<file path="src/rtl/ds_frame_writer_pkg.sv">
// Shared definitions for the downsampler frame writer: geometry defaults,
// FSM state encoding and RGB565 field positions.
package ds_frame_writer_pkg;

   localparam int DS_OUT_W  = 128;
   localparam int DS_OUT_H  = 128;
   localparam int DS_PIX_W  = 16;
   localparam int DS_ADDR_W = 14;

   typedef enum logic [1:0] {
      ST_IDLE    = 2'd0,
      ST_CAPTURE = 2'd1,
      ST_DONE    = 2'd2
   } dsw_state_e;

   // RGB565 field positions, shared with the separate/compress stages
   localparam int RGB_R_MSB = 15;
   localparam int RGB_R_LSB = 11;
   localparam int RGB_G_MSB = 10;
   localparam int RGB_G_LSB = 5;
   localparam int RGB_B_MSB = 4;
   localparam int RGB_B_LSB = 0;

endpackage

</file>
<file path="src/rtl/ds_frame_writer_if.sv">
// Pixel stream in / BRAM write port out of the frame writer.
// master = upstream pixel source side, slave = frame writer side.
interface ds_frame_writer_if #(
   parameter int PIX_W  = ds_frame_writer_pkg::DS_PIX_W,
   parameter int ADDR_W = ds_frame_writer_pkg::DS_ADDR_W
);
   logic              pix_valid;
   logic [PIX_W-1:0]  pix_data;
   logic              bram_we;
   logic [ADDR_W-1:0] bram_addr;
   logic [PIX_W-1:0]  bram_din;

   modport master (
      output pix_valid, pix_data,
      input  bram_we, bram_addr, bram_din
   );

   modport slave (
      input  pix_valid, pix_data,
      output bram_we, bram_addr, bram_din
   );
endinterface

</file>
<file path="src/rtl/ds_frame_writer_xy_counter.sv">
// Column/row position counter for the frame writer; col wraps into row,
// row wraps silently to 0 after the last pixel.
module ds_xy_counter #(
   parameter int OUT_W = 128,
   parameter int OUT_H = 128,
   localparam int CW   = $clog2(OUT_W),
   localparam int RW   = $clog2(OUT_H)
) (
   input  logic          clk,
   input  logic          rst,
   input  logic          clr,
   input  logic          en,
   output logic [CW-1:0] col,
   output logic [RW-1:0] row,
   output logic          last
);

   logic col_end;
   assign col_end = (col == CW'(OUT_W - 1));
   assign last    = col_end && (row == RW'(OUT_H - 1));

   always_ff @(posedge clk or posedge rst) begin
      if (rst) begin
         col <= '0;
         row <= '0;
      end else if (clr) begin
         col <= '0;
         row <= '0;
      end else if (en) begin
         if (col_end) begin
            col <= '0;
            row <= row + RW'(1);
         end else begin
            col <= col + CW'(1);
         end
      end
   end

endmodule

</file>
<file path="src/rtl/ds_frame_writer.sv">
// Frame writer: captures the qualified RGB565 stream into the output frame BRAM.
// Optional running pixel checksum output when DSW_CHECKSUM_EN is defined.
module ds_frame_writer
   import ds_frame_writer_pkg::*;
#(
   parameter int OUT_W  = DS_OUT_W,
   parameter int OUT_H  = DS_OUT_H,
   parameter int PIX_W  = DS_PIX_W,
   parameter int ADDR_W = DS_ADDR_W,
   localparam int CW    = $clog2(OUT_W),
   localparam int RW    = $clog2(OUT_H)
) (
   input  logic              clk,
   input  logic              rst,
   input  logic              start,
   ds_frame_writer_if.slave  bus,
   output logic [CW-1:0]     col,
   output logic [RW-1:0]     row,
   output logic              busy,
   output logic              frame_done,
   output logic              overflow
`ifdef DSW_CHECKSUM_EN
   ,
   output logic [PIX_W-1:0]  checksum
`endif
);

   dsw_state_e        state;
   logic              we_q;
   logic [ADDR_W-1:0] addr_q;
   logic [PIX_W-1:0]  din_q;
   logic              last;
   logic              start_ok;
   logic              accept;
   logic [ADDR_W-1:0] wr_addr;

   // start is honoured in IDLE and CAPTURE (restart); DONE ignores it
   assign start_ok = start && (state != ST_DONE);
   assign accept   = (state == ST_CAPTURE) && !start && bus.pix_valid;
   // power-of-two geometry: row*OUT_W+col is just the concatenation
   assign wr_addr  = {row, col};

   assign bus.bram_we   = we_q;
   assign bus.bram_addr = addr_q;
   assign bus.bram_din  = din_q;

   ds_xy_counter #(.OUT_W(OUT_W), .OUT_H(OUT_H)) u_xy (
      .clk  (clk),
      .rst  (rst),
      .clr  (start_ok),
      .en   (accept),
      .col  (col),
      .row  (row),
      .last (last)
   );

   always_ff @(posedge clk or posedge rst) begin
      if (rst) begin
         state      <= ST_IDLE;
         we_q       <= 1'b0;
         addr_q     <= '0;
         din_q      <= '0;
         busy       <= 1'b0;
         frame_done <= 1'b0;
         overflow   <= 1'b0;
      end else begin
         we_q       <= 1'b0;
         frame_done <= 1'b0;
         case (state)
            ST_IDLE: begin
               if (start) begin
                  state    <= ST_CAPTURE;
                  busy     <= 1'b1;
                  overflow <= 1'b0;
               end else if (bus.pix_valid) begin
                  overflow <= 1'b1;
               end
            end
            ST_CAPTURE: begin
               if (start) begin
                  overflow <= 1'b0;
               end else if (bus.pix_valid) begin
                  we_q   <= 1'b1;
                  addr_q <= wr_addr;
                  din_q  <= bus.pix_data;
                  if (last) begin
                     state      <= ST_DONE;
                     busy       <= 1'b0;
                     frame_done <= 1'b1;
                  end
               end
            end
            ST_DONE: begin
               state <= ST_IDLE;
               if (bus.pix_valid && !start) overflow <= 1'b1;
            end
            default: begin
               state <= ST_IDLE;
               busy  <= 1'b0;
            end
         endcase
      end
   end

`ifdef DSW_CHECKSUM_EN
   always_ff @(posedge clk or posedge rst) begin
      if (rst)           checksum <= '0;
      else if (start_ok) checksum <= '0;
      else if (accept)   checksum <= checksum + bus.pix_data;
   end
`endif

endmodule
</file>
<file path="src/flat_wrapper.sv">
// flat-port wrapper written by rule: the top's interface ports become plain ports
module ds_frame_writer_flat import ds_frame_writer_pkg::*;
#(
   parameter int OUT_W  = DS_OUT_W,
   parameter int OUT_H  = DS_OUT_H,
   parameter int PIX_W  = DS_PIX_W,
   parameter int ADDR_W = DS_ADDR_W,
   localparam int CW    = $clog2(OUT_W),
   localparam int RW    = $clog2(OUT_H)
)
  (clk, rst, start, col, row, busy, frame_done, overflow, bus_pix_valid, bus_pix_data, bus_bram_we, bus_bram_addr, bus_bram_din);
  ds_frame_writer_if #(.PIX_W(PIX_W), .ADDR_W(ADDR_W)) bus_i ();
  input  logic clk;
  input  logic rst;
  input  logic start;
  output logic [CW-1:0] col;
  output logic [RW-1:0] row;
  output logic busy;
  output logic frame_done;
  output logic overflow;
  input wire logic [$bits(bus_i.pix_valid)-1:0] bus_pix_valid;
  input wire logic [$bits(bus_i.pix_data)-1:0] bus_pix_data;
  output wire logic [$bits(bus_i.bram_we)-1:0] bus_bram_we;
  output wire logic [$bits(bus_i.bram_addr)-1:0] bus_bram_addr;
  output wire logic [$bits(bus_i.bram_din)-1:0] bus_bram_din;
  assign bus_i.pix_valid = bus_pix_valid;
  assign bus_i.pix_data = bus_pix_data;
  assign bus_bram_we = bus_i.bram_we;
  assign bus_bram_addr = bus_i.bram_addr;
  assign bus_bram_din = bus_i.bram_din;
  ds_frame_writer #(.OUT_W(OUT_W), .OUT_H(OUT_H), .PIX_W(PIX_W), .ADDR_W(ADDR_W)) u_core (.clk(clk), .rst(rst), .start(start), .bus(bus_i), .col(col), .row(row), .busy(busy), .frame_done(frame_done), .overflow(overflow));
endmodule
</file>
<file path="config.mk">
export PLATFORM = sky130hd
export DESIGN_NAME = ds_frame_writer_flat
export DESIGN_NICKNAME = d
export VERILOG_FILES = /design/src/rtl/ds_frame_writer_pkg.sv /design/src/rtl/ds_frame_writer_if.sv /design/src/rtl/ds_frame_writer_xy_counter.sv /design/src/rtl/ds_frame_writer.sv /design/src/flat_wrapper.sv
export SDC_FILE = /design/constraint.sdc
export NUM_CORES = 1
export LEC_CHECK = 0
export BUFFER_PORTS_ARGS = -buffer_cell sky130_fd_sc_hd__buf_2
export CAP_MARGIN = 40
export CORE_MARGIN = 2
export CORE_UTILIZATION = 40
export DETAILED_ROUTE_END_ITERATION = 8
export GPL_TIMING_DRIVEN = 0
export PLACE_DENSITY = 0.72
export SYNTH_ARGS = -nofsm -noshare
export SYNTH_HDL_FRONTEND = slang
export SYNTH_SLANG_ARGS = --single-unit
</file>
<file path="constraint.sdc">
create_clock -name clk -period 1.7 [get_ports clk]
set_input_delay 0.085 -clock clk [delete_from_list [all_inputs] [get_ports clk]]
set_output_delay 0.085 -clock clk [all_outputs]
set_load 0.01 [all_outputs]
</file>
==> impl_metrics.toml <==
[sta]
fin_ws_ns = 0.0768
fin_crit_sh_pct = 95.5
setup_viol = 0
rsz0062_at_grt = "true"
slew_violations = 0
max_slew.worst_pin.slew_ns = 0.417
min_period_ns = 1.62
finalHoldViolations = 0
fmax_mhz = 616
finClkSkew_ns = 0.00697
slew_headroom_pct = 72.2

[worst_setup_path]
start_kind = "flip-flop"
crit_path_top_delay_cell = "dfrtp_2"
slowest_delay_ns = 0.40
path_delay_family = "compound AO/OA/AOI/OAI gates"
crit_fanout = 7
crit_required_ns = 1.90
cp.arrival_ns = 1.83
worst-path-buf-inv = 1
crit_chain = "ha_4, nand2_2, or2_0, buf_2, o31a_1, o21a_1"
end_kind = "flip-flop"
critPathKind = "flip-flop to flip-flop"

[run_status]
status = "complete, no violations"

[detailed_routing]
ant_nets = 0
wl_per_cell_um = 13.3
viasPerCell = 4.89
route.detailed.drc = 0
vias = 2049
dr.pass1.iters = 4
drtIter0Drc = 91
wl_um = 5570

[floorplan]
start_util_pct = 41.1
io_pins = 68
dieArea_sq_um = 6200
core-area_sq_um = 5440
die_y_um = 78.7
dieWidth_um = 78.7
row_count = 27

[power]
irDropWorstVdd_mv = 0.550
p_per_area_nw_per_um2 = 1130
power.leakage_nw = 1.67
power_w = 0.00352

[job]
drv_cap = 0

[min_path]
hp-class = "primary input to async pin"

[yosys]
synth_top_area_share_pct = 56.0
yosys_most_used_dff = "dfrtp_1"
async_flop_share_pct = 100
syn_nets = 270
syn_area_per_cell_sq_um = 9.19
ys_warn_count = 0
synth_edf_count = 0
syn_inst = 243
netlist.top_cell.by_area = "dfrtp_1"
yosysSeqAreaShare_pct = 56.0
synthDistinctLibCells = 34
synth_area_sq_um = 2230
synth_seq_cells = 50
synth_area_leaders = "dfrtp_1 (56%), nand2_1 (17%), ha_1 (3.9%), nor2_1 (2.4%), xnor2_1 (2.0%)"

[global_routing]
antenna_found_initial = 0
grt_max_degree = 40
grt-ovfl-total = 0
grt_pass1_vias = 1926
track_usage_pct = 18.6
grt_pass1_wl_um = 9060

[finish]
fin_area_sq_um = 3110
drive_gt1_share_pct = 32.9
area_delta_synth_final_pct = 39.2
fin_cells = 419
num_antenna_cells = 0
nets = 373
post-route-util_pct = 57.1

[place]
placed_area_sq_um = 2680
post-place-ws_ns = -0.268
numPortBuffers = 67
place_congestion = 0.813
post-dp-hpwl_um = 3660
place_inst = 383

[clock_network]
clk_pin_slew_ns = 0.09
clk_latency_ns = 0.30
cts_sinks = 50
cts_root_buffer = "clkbuf_8"
cts_max_level = 2
cts_tree = "built"
max-clock-path-buffers = 2
cts_buffers = 5
==> area by class of cell <==
| class | count | area, sq um |
|---|---|---|
| buffer | 10 | 50.0 |
| timing repair buffer | 96 | 608 |
| sequential | 50 | 1260 |
| clock buffer | 8 | 110 |
| inverter | 5 | 20.0 |
| multi-input combinational | 178 | 970 |
| tap | 72 | 90.1 |
| fill | 499 | 2330 |
==> report_power, final <==
group          switching (W)  total, W  internal (W)
sequential          0.000127   0.00156       0.00143
clock               0.000379  0.000790      0.000411
combinational       0.000655   0.00117      0.000518
total                0.00116   0.00352       0.00236
==> logic make-up (layout without fill, tap and decap cells) <==
family	after synthesis	count (layout)	synth area share (%)
fa+ha+maj	7	7	3.92
flops	50	50	56.0
xor+xnor	7	7	2.75
compound gates	15	15	4.54
mux	4	4	1.85
buf+inv	15	119	2.58
simple gates	145	145	28.3
==> tightest hold or removal path, cell delays in order <==
cell and delay [ns]:
dlygate4sd3_1 0.53, buf_2 0.12, inv_2 0.22
==> Yosys cell counts (all sizes together) (3+ instances only) <==
| cell | instances |
|---|---|
| nand2 | 102 |
| dfrtp | 50 |
| nor2 | 14 |
| clkbuf | 8 |
| ha | 7 |
| a21oi | 6 |
| nand3 | 6 |
| nor4 | 6 |
| xnor2 | 5 |
| inv | 4 |
| nand4 | 4 |
| mux2i | 3 |
| nand4b | 3 |
==> registers in the layout, summed over array words and instances (netlist names) <==
name / count
u_core.bus.bram_we: 1
u_core.bus.bram_addr: 14
u_core.overflow: 1
u_core.state: 2
u_core.u_xy.col: 7
u_core.busy: 1
u_core.bus.bram_din: 16
u_core.frame_done: 1
u_core.u_xy.row: 7
==> per-layer routing <==
layer | up-vias | global-route usage, % | part of all wire (%)
met4 | 0 | 4.91 | 1.2
met5 | - | 0 | 0
li1 | 998 | - | -
met1 | 988 | 24.1 | 45
met2 | 55 | 31.9 | 49
met3 | 8 | 3.75 | 5.0
==> through the flow <==
step / TNS, ns / hold slack [ns]
after floorplan: 0 / 0.190
after global placement: -18.91 / 0.275
after detailed placement: -7.66 / 0.0450
after CTS: 0 / 0.254
after global routing: -0.0676 / 0.291
final: 0 / 0.260
==> cell usage in the layout (no fill, tap or decap), types with 3 or more instances in the layout <==
| cell | synthesis | layout |
|---|---|---|
| buf_4 | 0 | 11 |
| ha_1 | 7 | 5 |
| clkbuf_2 | 1 | 4 |
| dlygate4sd3_1 | 0 | 17 |
| buf_2 | 0 | 70 |
| dfrtp_2 | 0 | 7 |
| nand2_1 | 102 | 101 |
| clkbuf_8 | 0 | 8 |
| mux2i_1 | 3 | 3 |
| nand3_1 | 6 | 6 |
| nand4_1 | 3 | 3 |
| dfrtp_1 | 50 | 43 |
| xnor2_1 | 5 | 5 |
| a21oi_1 | 6 | 6 |
| nand4b_1 | 3 | 3 |
| nor2_1 | 14 | 14 |
| nor4_1 | 6 | 4 |
==> timing repair <==
item | 4_1_cts | 5_1_grt
hold endpoints to repair | 27 | 0
pin swaps | 0 | 1
gates resized for setup | 13 | 14
setup endpoints to repair | 41 | 37
setup buffers | 5 | 6
hold buffers | 17 | 0
==> final timing paths <==
| path | startpoint | end | slack [ns] | cells after the start |
|---|---|---|---|---|
| worst max register to register | u_core.u_xy.col[0]$_DFFE_PP0P_ | u_core.u_xy.row[5]$_DFFE_PP0P_ | 0.08 | 6 |
| worst min-delay path | rst | u_core.frame_done$_DFF_PP0_ | 0.26 | 3 |
| worst max-delay path | u_core.u_xy.col[0]$_DFFE_PP0P_ | u_core.u_xy.row[5]$_DFFE_PP0P_ | 0.08 | 6 |
| worst min register to register | u_core.bus.bram_addr[6]$_DFFE_PP0P_ | u_core.bus.bram_addr[6]$_DFFE_PP0P_ | 0.47 | 2 |
| min in group clk | bus_pix_valid | u_core.u_xy.row[6]$_DFFE_PP0P_ | 0.27 | 5 |
| max in group asynchronous | rst | u_core.u_xy.col[4]$_DFFE_PP0P_ | 0.93 | 4 |
Power figures use the tool's default switching activity.
